`src/rtl/alu_decode_stage_if.sv`:
```
// Handshake and data bundle between fetch/regfile, the decode stage, and the execute-stage ALU.
// master is the decode stage's view; slave is the surrounding pipeline's view.
interface alu_decode_stage_if #(
  parameter int XLEN = 32
);
  logic            in_valid;
  logic            in_ready;
  logic [31:0]     in_instr;
  logic [31:0]     in_pc;
  logic [XLEN-1:0] rs1_data;
  logic [XLEN-1:0] rs2_data;
  logic            flush;
  logic            out_valid;
  logic            out_ready;
  logic [3:0]      out_alu_op;
  logic [XLEN-1:0] out_operand_a;
  logic [XLEN-1:0] out_operand_b;
  logic [4:0]      out_rd;
  logic            out_reg_write;
  logic            out_illegal;
  logic [31:0]     out_pc;

  modport master (
    input  in_valid, in_instr, in_pc, rs1_data, rs2_data, flush, out_ready,
    output in_ready, out_valid, out_alu_op, out_operand_a, out_operand_b,
           out_rd, out_reg_write, out_illegal, out_pc
  );

  modport slave (
    output in_valid, in_instr, in_pc, rs1_data, rs2_data, flush, out_ready,
    input  in_ready, out_valid, out_alu_op, out_operand_a, out_operand_b,
           out_rd, out_reg_write, out_illegal, out_pc
  );
endinterface

```
`src/rtl/alu_decode_stage.sv`:
```
// RV32I decode stage: maps an instruction onto the ALU op/operand triple and holds it
// in a single-entry ID/EX buffer with valid/ready handshaking and flush.
module alu_decode_stage #(
  parameter int XLEN = 32
) (
  input  logic                clk,
  input  logic                rst,
  alu_decode_stage_if.master  bus
);

  typedef enum logic [3:0] {
    ALU_ADD = 4'd0, ALU_SUB = 4'd1, ALU_AND = 4'd2, ALU_OR  = 4'd3, ALU_XOR = 4'd4,
    ALU_SRA = 4'd5, ALU_SRL = 4'd6, ALU_SLL = 4'd7, ALU_SLT = 4'd8
  } alu_op_e;

  localparam logic [6:0] OPC_OP     = 7'b0110011;
  localparam logic [6:0] OPC_OP_IMM = 7'b0010011;
  localparam logic [6:0] OPC_LUI    = 7'b0110111;
  localparam logic [6:0] OPC_AUIPC  = 7'b0010111;
  localparam logic [6:0] OPC_LOAD   = 7'b0000011;
  localparam logic [6:0] F7_BASE    = 7'b0000000;
  localparam logic [6:0] F7_ALT     = 7'b0100000;

  logic [31:0] instr;
  logic [6:0]  opcode;
  logic [2:0]  funct3;
  logic [6:0]  funct7;
  logic [XLEN-1:0] imm_i, imm_u, shamt;
  logic        unused_rs1_idx;

  assign instr          = bus.in_instr;
  assign opcode         = instr[6:0];
  assign funct3         = instr[14:12];
  assign funct7         = instr[31:25];
  assign imm_i          = {{20{instr[31]}}, instr[31:20]};
  assign imm_u          = {instr[31:12], 12'b0};
  assign shamt          = {27'b0, instr[24:20]};
  assign unused_rs1_idx = ^instr[19:15];

  logic            dec_legal;
  alu_op_e         dec_op;
  logic [XLEN-1:0] dec_a, dec_b;

  always_comb begin
    dec_legal = 1'b0;
    dec_op    = ALU_ADD;
    dec_a     = '0;
    dec_b     = '0;
    unique case (opcode)
      OPC_OP: begin
        dec_a = bus.rs1_data;
        dec_b = bus.rs2_data;
        if (funct7 == F7_BASE) begin
          dec_legal = 1'b1;
          unique case (funct3)
            3'b000:  dec_op = ALU_ADD;
            3'b111:  dec_op = ALU_AND;
            3'b110:  dec_op = ALU_OR;
            3'b100:  dec_op = ALU_XOR;
            3'b001:  dec_op = ALU_SLL;
            3'b101:  dec_op = ALU_SRL;
            3'b010:  dec_op = ALU_SLT;
            default: dec_legal = 1'b0;
          endcase
        end else if (funct7 == F7_ALT) begin
          dec_legal = (funct3 == 3'b000) || (funct3 == 3'b101);
          dec_op    = (funct3 == 3'b101) ? ALU_SRA : ALU_SUB;
        end
      end
      OPC_OP_IMM: begin
        dec_a     = bus.rs1_data;
        dec_b     = imm_i;
        dec_legal = 1'b1;
        unique case (funct3)
          3'b000:  dec_op = ALU_ADD;
          3'b111:  dec_op = ALU_AND;
          3'b110:  dec_op = ALU_OR;
          3'b100:  dec_op = ALU_XOR;
          3'b010:  dec_op = ALU_SLT;
          3'b001: begin
            dec_op    = ALU_SLL;
            dec_b     = shamt;
            dec_legal = (funct7 == F7_BASE);
          end
          3'b101: begin
            dec_op    = (funct7 == F7_ALT) ? ALU_SRA : ALU_SRL;
            dec_b     = shamt;
            dec_legal = (funct7 == F7_BASE) || (funct7 == F7_ALT);
          end
          default: dec_legal = 1'b0;
        endcase
      end
      OPC_LUI: begin
        dec_legal = 1'b1;
        dec_b     = imm_u;
      end
      OPC_AUIPC: begin
        dec_legal = 1'b1;
        dec_a     = bus.in_pc;
        dec_b     = imm_u;
      end
      OPC_LOAD: begin
        dec_legal = 1'b1;
        dec_a     = bus.rs1_data;
        dec_b     = imm_i;
      end
      default: ;
    endcase
    // Illegal entries must present a harmless ADD 0,0 to the ALU.
    if (!dec_legal) begin
      dec_op = ALU_ADD;
      dec_a  = '0;
      dec_b  = '0;
    end
  end

  logic            valid_q, valid_d;
  alu_op_e         op_q, op_d;
  logic [XLEN-1:0] a_q, a_d, b_q, b_d;
  logic [4:0]      rd_q, rd_d;
  logic            we_q, we_d;
  logic            ill_q, ill_d;
  logic [31:0]     pc_q, pc_d;
  logic            load;

  assign bus.in_ready = !valid_q || bus.out_ready;
  assign load         = bus.in_valid && bus.in_ready;

  always_comb begin
    valid_d = valid_q;
    op_d    = op_q;
    a_d     = a_q;
    b_d     = b_q;
    rd_d    = rd_q;
    we_d    = we_q;
    ill_d   = ill_q;
    pc_d    = pc_q;
    if (bus.flush) begin
      valid_d = 1'b0;
    end else if (load) begin
      valid_d = 1'b1;
      op_d    = dec_op;
      a_d     = dec_a;
      b_d     = dec_b;
      rd_d    = instr[11:7];
      we_d    = dec_legal && (instr[11:7] != 5'd0);
      ill_d   = !dec_legal;
      pc_d    = bus.in_pc;
    end else if (bus.out_ready) begin
      valid_d = 1'b0;
    end
  end

  always_ff @(posedge clk) begin
    if (rst) begin
      valid_q <= 1'b0;
      op_q    <= ALU_ADD;
      a_q     <= '0;
      b_q     <= '0;
      rd_q    <= '0;
      we_q    <= 1'b0;
      ill_q   <= 1'b0;
      pc_q    <= '0;
    end else begin
      valid_q <= valid_d;
      op_q    <= op_d;
      a_q     <= a_d;
      b_q     <= b_d;
      rd_q    <= rd_d;
      we_q    <= we_d;
      ill_q   <= ill_d;
      pc_q    <= pc_d;
    end
  end

  assign bus.out_valid     = valid_q;
  assign bus.out_alu_op    = op_q;
  assign bus.out_operand_a = a_q;
  assign bus.out_operand_b = b_q;
  assign bus.out_rd        = rd_q;
  assign bus.out_reg_write = we_q;
  assign bus.out_illegal   = ill_q;
  assign bus.out_pc        = pc_q;

endmodule

```
`src/flat_wrapper.sv`:
```
// flat-port wrapper written by rule: the top's interface ports become plain ports
module alu_decode_stage_flat 
#(
  parameter int XLEN = 32
)
  (clk, rst, bus_in_valid, bus_in_instr, bus_in_pc, bus_rs1_data, bus_rs2_data, bus_flush, bus_out_ready, bus_in_ready, bus_out_valid, bus_out_alu_op, bus_out_operand_a, bus_out_operand_b, bus_out_rd, bus_out_reg_write, bus_out_illegal, bus_out_pc);
  alu_decode_stage_if #(.XLEN(XLEN)) bus_i ();
  input  logic clk;
  input  logic rst;
  input wire logic [$bits(bus_i.in_valid)-1:0] bus_in_valid;
  input wire logic [$bits(bus_i.in_instr)-1:0] bus_in_instr;
  input wire logic [$bits(bus_i.in_pc)-1:0] bus_in_pc;
  input wire logic [$bits(bus_i.rs1_data)-1:0] bus_rs1_data;
  input wire logic [$bits(bus_i.rs2_data)-1:0] bus_rs2_data;
  input wire logic [$bits(bus_i.flush)-1:0] bus_flush;
  input wire logic [$bits(bus_i.out_ready)-1:0] bus_out_ready;
  output wire logic [$bits(bus_i.in_ready)-1:0] bus_in_ready;
  output wire logic [$bits(bus_i.out_valid)-1:0] bus_out_valid;
  output wire logic [$bits(bus_i.out_alu_op)-1:0] bus_out_alu_op;
  output wire logic [$bits(bus_i.out_operand_a)-1:0] bus_out_operand_a;
  output wire logic [$bits(bus_i.out_operand_b)-1:0] bus_out_operand_b;
  output wire logic [$bits(bus_i.out_rd)-1:0] bus_out_rd;
  output wire logic [$bits(bus_i.out_reg_write)-1:0] bus_out_reg_write;
  output wire logic [$bits(bus_i.out_illegal)-1:0] bus_out_illegal;
  output wire logic [$bits(bus_i.out_pc)-1:0] bus_out_pc;
  assign bus_i.in_valid = bus_in_valid;
  assign bus_i.in_instr = bus_in_instr;
  assign bus_i.in_pc = bus_in_pc;
  assign bus_i.rs1_data = bus_rs1_data;
  assign bus_i.rs2_data = bus_rs2_data;
  assign bus_i.flush = bus_flush;
  assign bus_i.out_ready = bus_out_ready;
  assign bus_in_ready = bus_i.in_ready;
  assign bus_out_valid = bus_i.out_valid;
  assign bus_out_alu_op = bus_i.out_alu_op;
  assign bus_out_operand_a = bus_i.out_operand_a;
  assign bus_out_operand_b = bus_i.out_operand_b;
  assign bus_out_rd = bus_i.out_rd;
  assign bus_out_reg_write = bus_i.out_reg_write;
  assign bus_out_illegal = bus_i.out_illegal;
  assign bus_out_pc = bus_i.out_pc;
  alu_decode_stage #(.XLEN(XLEN)) u_core (.clk(clk), .rst(rst), .bus(bus_i));
endmodule
```
`config.mk`:
```
export PLATFORM = sky130hd
export DESIGN_NAME = alu_decode_stage_flat
export DESIGN_NICKNAME = d
export VERILOG_FILES = /design/src/rtl/alu_decode_stage_if.sv /design/src/rtl/alu_decode_stage.sv /design/src/flat_wrapper.sv
export SDC_FILE = /design/constraint.sdc
export NUM_CORES = 1
export LEC_CHECK = 0
export ABC_AREA = 1
export BUFFER_PORTS_ARGS = -buffer_cell sky130_fd_sc_hd__buf_2
export CAP_MARGIN = 20
export CELL_PAD_IN_SITES_DETAIL_PLACEMENT = 1
export CELL_PAD_IN_SITES_GLOBAL_PLACEMENT = 1
export CORE_MARGIN = 1
export CORE_UTILIZATION = 31
export DETAILED_ROUTE_END_ITERATION = 8
export PLACE_DENSITY_LB_ADDON = 0.3
export SETUP_SLACK_MARGIN = 0.15
export SLEW_MARGIN = 0
export SYNTH_ARGS = -nofsm -noshare
export SYNTH_HDL_FRONTEND = slang
export SYNTH_SLANG_ARGS = --single-unit
```
`constraint.sdc`:
```
create_clock -name clk -period 2 [get_ports clk]
set_clock_uncertainty 0.2 [all_clocks]
set_input_delay 0.2 -clock clk [delete_from_list [all_inputs] [get_ports clk]]
set_output_delay 0.2 -clock clk [all_outputs]
set_load 0.01 [all_outputs]
```
# Word level (Yosys, flattened, before mapping)
# Index checks and enable logic that the tools add are counted.
# classes
eq_ne	12
mux	20
bitwise	1
reduce_logical	19
# op_table
operator	count
32-bit case mux with 4 select lines	1
32-bit 2-to-1 mux	3
32-bit case mux with 2 select lines	1
4-bit case mux with 6 select lines	2
7-bit by 6-bit == test with 1-bit output (second input constant)	3
7-bit by 5-bit == test with 1-bit output (second input constant)	2
3-bit == test (second input constant)	4
4-bit 2-to-1 mux	3
4-bit case mux with 2 select lines	1
7-bit by 2-bit == test with 1-bit output (second input constant)	1
7-bit logical NOT	1
7-bit OR reduction	1
1-bit case mux with 3 select lines	2
2-bit OR reduction	3
3-bit OR reduction	2
1-bit 2-to-1 mux	5
5-bit nonzero test	1
5-bit OR reduction	1
3-bit by 1-bit == test with 1-bit output (second input constant)	1
3-bit by 2-bit == test with 1-bit output (second input constant)	1
3-bit logical NOT	1
1-bit logical OR	3
3-bit 2-to-1 mux	1
1-bit logical AND	2
other kinds (5)	6
# totals
regBits	108
output_inout_bits	109

# Longest topological paths before layout
# depth
depth_word	6
depth_mapped	11
mapped_depth_nobuf	11

# Least setup slack after synthesis
# No wires, ideal clock.
# synth_timing
kind	register to register
startpoint	register u_core.valid_q (netlist: u_core.bus.out_valid)
endpoint	register u_core.b_q[27] (netlist: u_core.bus.out_operand_b[27])
setup_time_ps	121
t_arrival_ps	1479
t_required_ps	1679
path_slack_ps	201
path_stages_with_launch	9
n_path_buf	2
synth_period_minus_slack_ps	1799
path_cell_list	dfxtp_1 > inv_1 > or2_1 > nand2_1 > inv_2 > buf_2 > clkbuf_1 > o22ai_1 > nor2_4
# synth_between
elab_chain_len	4
# synth_rtl
item	line	text
from (decl)	alu_decode_stage.sv:117	logic valid_q, valid_d;
from (signal assigned)	alu_decode_stage.sv:165	valid_q <= valid_d;
1-bit logical NOT	alu_decode_stage.sv:126	assign bus.in_ready = !valid_q || bus.out_ready;
1-bit logical OR	alu_decode_stage.sv:126	
named net bus_in_ready	flat_wrapper.sv:17	output wire logic [$bits(bus_i.in_ready)-1:0] bus_in_ready;
1-bit logical AND	alu_decode_stage.sv:127	assign load = bus.in_valid && bus.in_ready;
2-bit AND reduction (no source line)	-	
to (signal assigned)	alu_decode_stage.sv:159	b_q <= '0;
to (signal assigned)	alu_decode_stage.sv:168	b_q <= b_d;
to (decl)	alu_decode_stage.sv:119	logic [XLEN-1:0] a_q, a_d, b_q, b_d;
# The timed path passes the listed nets, and every way through them passes these cells.
# A chain may end at the register's enable or synchronous reset.

# Worst setup path after layout
# layout_timing
startpoint	input bus_in_instr[1]
endpoint	register u_core.b_q[18] (netlist: u_core.bus.out_operand_b[18])
# layout_between
elab_chain_len	4
# layout_rtl
item	line	text
from (decl)	flat_wrapper.sv:11	input wire logic [$bits(bus_i.in_instr)-1:0] bus_in_instr;
7-bit by 6-bit == test with 1-bit output (tied with other cells)	alu_decode_stage.sv:49	unique case (opcode)
3-bit OR reduction (no source line) or 2-bit OR reduction (tied branches)	-	
1-bit case mux with 3 select lines or 32-bit case mux with 4 select lines (tied branches)	alu_decode_stage.sv:49	
32-bit 2-to-1 mux *	alu_decode_stage.sv:110	if (!dec_legal) begin
# Every way passes the cells marked *; elsewhere a longest branch is shown, timed or not.

==> out/metrics.csv <==
stage;metric;value;unit
die;Site Rows;46;
detailed_routing;1st-pass router iterations;6;
sta;Slew headroom;76.5;%
power;P_leak;0.00354;µW
global_route;total grt overflow;0;
power;IR drop worst, VDD;0.396;mV
die;Die X;130;µm
detailed_routing;# DRC;0;
detailed_routing;initial DRC count;219;
sta;max-slew violations;0;
sta;min Tclk post-route;1.75;ns
worst_setup_path;Crit Path Max Fanout;20;
power;pwr/cell area;667;nW/µm²
layout;Fill cells;2115;
clocking;CTS Buf Count;9;
worst_setup_path;CP Capture Type;flop;
status;status;completed;
detailed_routing;DRT antenna net count;0;
clocking;CTS root buf;clkbuf_16;
global_route;overall routing resource usage;22.4;%
place;Final GP Congestion;0.814;
detailed_routing;drt via density;4.71;
place;Post-DP Area;6620;µm²
layout;most common cell after layout, fill and taps aside;nand2_1;
synthesis;register area share after synthesis;42.8;%
worst_setup_path;FF-to-FF path depth;7;
global_route;vias in the first global route;5846;
sta;Final Hold Fails;0;
detailed_routing;detailed-route via count;5802;
synthesis;Cells after Synth;732;
detailed_routing;final WL;19100;µm
sta;fmax;0.573;GHz
layout;Post-Layout Inst Area;7490;µm²
die;Starting Density;31.8;%
worst_setup_path;worst r2r src;u_core.bus.out_valid$_SDFFE_PP0P_;
place;IO Port Bufs;241;
worst_setup_path;crit path from;bus_in_instr[1];
place;HPWL after DPL;13600;µm
die;Die Ht;130;µm
die;die area;16800;µm²
clocking;CTS Sinks;108;
synthesis;synth warn;0;
worst_setup_path;CP required;2.05;ns
layout;area delta synth->final;48.4;%
layout;Antenna diodes;0;
layout;most frequent cells in the layout;nand2_1 (273), buf_2 (241), dfxtp_1 (108);
die;core area;15900;µm²
synthesis;syn avg cell area;6.90;µm²
worst_setup_path;Setup CP Type;input pin to flop;
detailed_routing;drt wl/cell;15.5;µm
die;io pins;242;
sta;post-route setup TNS;0;ns
global_route;first-pass GRT wire length;29200;µm
clocking;later-pin clock latency in the skew report;0.35;ns
worst_setup_path;Critical Path End;u_core.bus.out_operand_b[18]$_SDFFE_PP0P_;
synthesis;Netlist cell types;28;
synthesis;flop and latch count out of synthesis;108;
worst_setup_path;r2r endpoint;u_core.bus.out_pc[17]$_SDFFE_PP0P_;
layout;Multi-input gate area;2570;µm²
clocking;CTS H-tree depth;3;
worst_hold_path;worst hold path class;input pin to flop;
sta;Worst Max-Slew Pin Slew;0.351;ns
clocking;Reg clk slew, reported paths;0.07;ns
synthesis;syn_nets;865;
global_route;antenna violations before repair;0;
sta;final setup vio count;0;
clocking;CTS tree;done;
layout;fraction of layout cells with a size suffix above 1;32.6;%
synthesis;Post-Syn Area;5050;µm²
layout;Layout Nets;1144;
worst_setup_path;CP arrival;1.79;ns
run;max cap viols;0;
sta;worst hold margin;0.00743;ns
sta;period utilization;87.3;%
sta;RSZ-0062 raised after global routing;yes;
clocking;deepest clock path buffer count;2;
layout;Reg area;2160;µm²
worst_setup_path;startpoint types;input pin;
worst_setup_path;R2R Setup Slk;0.26;ns
global_route;pin count of the biggest net entering global routing;75;
report_power, final:
group	internal (µW)	switching, µW
clock network	1140	832
logic	345	419
registers	2220	37.0
total	3710	1290
per-stage QoR:
stage	instances	utilization, %	total power (µW)	setup WS (ns)
floorplan	732	-	2630	0.201
global placement	1167	41.7	2980	0.146
detailed placement	1167	41.7	2980	0.0879
CTS	1227	46.5	5030	0.162
global route	1232	47.2	5200	0.131
finish	1232	47.2	5000	0.254
flip-flops by register name, summed over array words and instances (netlist names):
| name | cells |
|---|---|
| u_core.bus.out_illegal | 1 |
| u_core.bus.out_alu_op | 4 |
| u_core.bus.out_pc | 32 |
| u_core.bus.out_operand_a | 32 |
| u_core.bus.out_rd | 5 |
| u_core.bus.out_valid | 1 |
| u_core.bus.out_reg_write | 1 |
| u_core.bus.out_operand_b | 32 |
cells in the mapped netlist:
library cell,n,area [µm²]
a211oi_1,1,7.51
a211oi_2,1,12.5
a21boi_0,1,7.51
a21oi_1,73,365
a21oi_4,1,16.3
and2_0,1,6.26
buf_2,24,120
buf_4,2,15.0
buf_6,6,67.6
clkbuf_1,20,75.1
dfxtp_1,108,2160
inv_1,10,37.5
inv_2,10,37.5
nand2_1,274,1030
nand2_2,4,25.0
nand2_4,1,11.3
nand3_1,87,435
nand3_4,1,17.5
nand4_1,2,12.5
nand4_2,1,12.5
nor2_1,44,165
nor2_2,9,56.3
nor2_4,11,124
nor4_1,1,6.26
o21ai_0,11,55.1
o21ai_1,6,30.0
o22ai_1,21,131
or2_1,1,6.26
metal layers:
layer  share of wire [%]  wire (µm)  up-vias  track usage (%)
met4                 2.0        380        0             8.34
met3                 5.0        963       29             4.00
met1                  46       8700     2671             27.9
li1                    -          -     2928                -
met5                   0          0        -                0
met2                  47       9070      174             38.5
how the worst min path moves through the flow:
stage / startpoint / endpoint / slack [ns] / depth (start not counted)
after CTS: bus_rs1_data[16] / u_core.bus.out_operand_a[16]$_SDFFE_PP0P_ / 0.0008 / 5
after global placement: bus_flush / u_core.bus.out_valid$_SDFFE_PP0P_ / 0.19 / 2
after floorplan: bus_flush / u_core.bus.out_valid$_SDFFE_PP0P_ / 0.08 / 1
after detailed placement: bus_flush / u_core.bus.out_valid$_SDFFE_PP0P_ / 0.19 / 2
final: bus_rs1_data[5] / u_core.bus.out_operand_a[5]$_SDFFE_PP0P_ / 0.007 / 5
after global routing: bus_rs1_data[12] / u_core.bus.out_operand_a[12]$_SDFFE_PP0P_ / 0.009 / 5
worst max-delay path, stage by stage:
cell and delay (ns):
buf_2 0.10, nand2_1 0.13, inv_2 0.05, nand2_1 0.21, nor2_4 0.08, buf_12 0.16, nand2_1 0.06, nand2_1 0.05
dlygate4sd3_1 0.55, o22ai_1 0.14, nor2_1 0.06
what timing repair did:
| action | in CTS | in global routing |
|---|---|---|
| endpoints found under the setup margin | 3 | 55 |
| gates cloned | 0 | 2 |
| hold buffers | 44 | 0 |
| endpoints found under the hold margin | 42 | 0 |
| gates resized for setup | 1 | 13 |
| pin swaps | 0 | 2 |
| setup buffers | 0 | 3 |
cells by family after synthesis:
logic type / synth area share, %
AND/OR/NAND/NOR: 37.8
AO/OA/AOI/OAI: 12.4
flip-flops: 42.8
buffers and inverters: 6.99
cell type report:
cell class	instances	area share, %
Clock inverter	3	0.919
Inverter	20	1.17
Sequential cell	108	28.9
Clock buffer	13	3.34
Multi-Input combinational cell	552	34.3
Tap cell	216	3.61
Timing Repair Buffer	318	27.5
Timing Repair inverter	2	0.234
No activity file was read; power rests on OpenSTA's default activity.
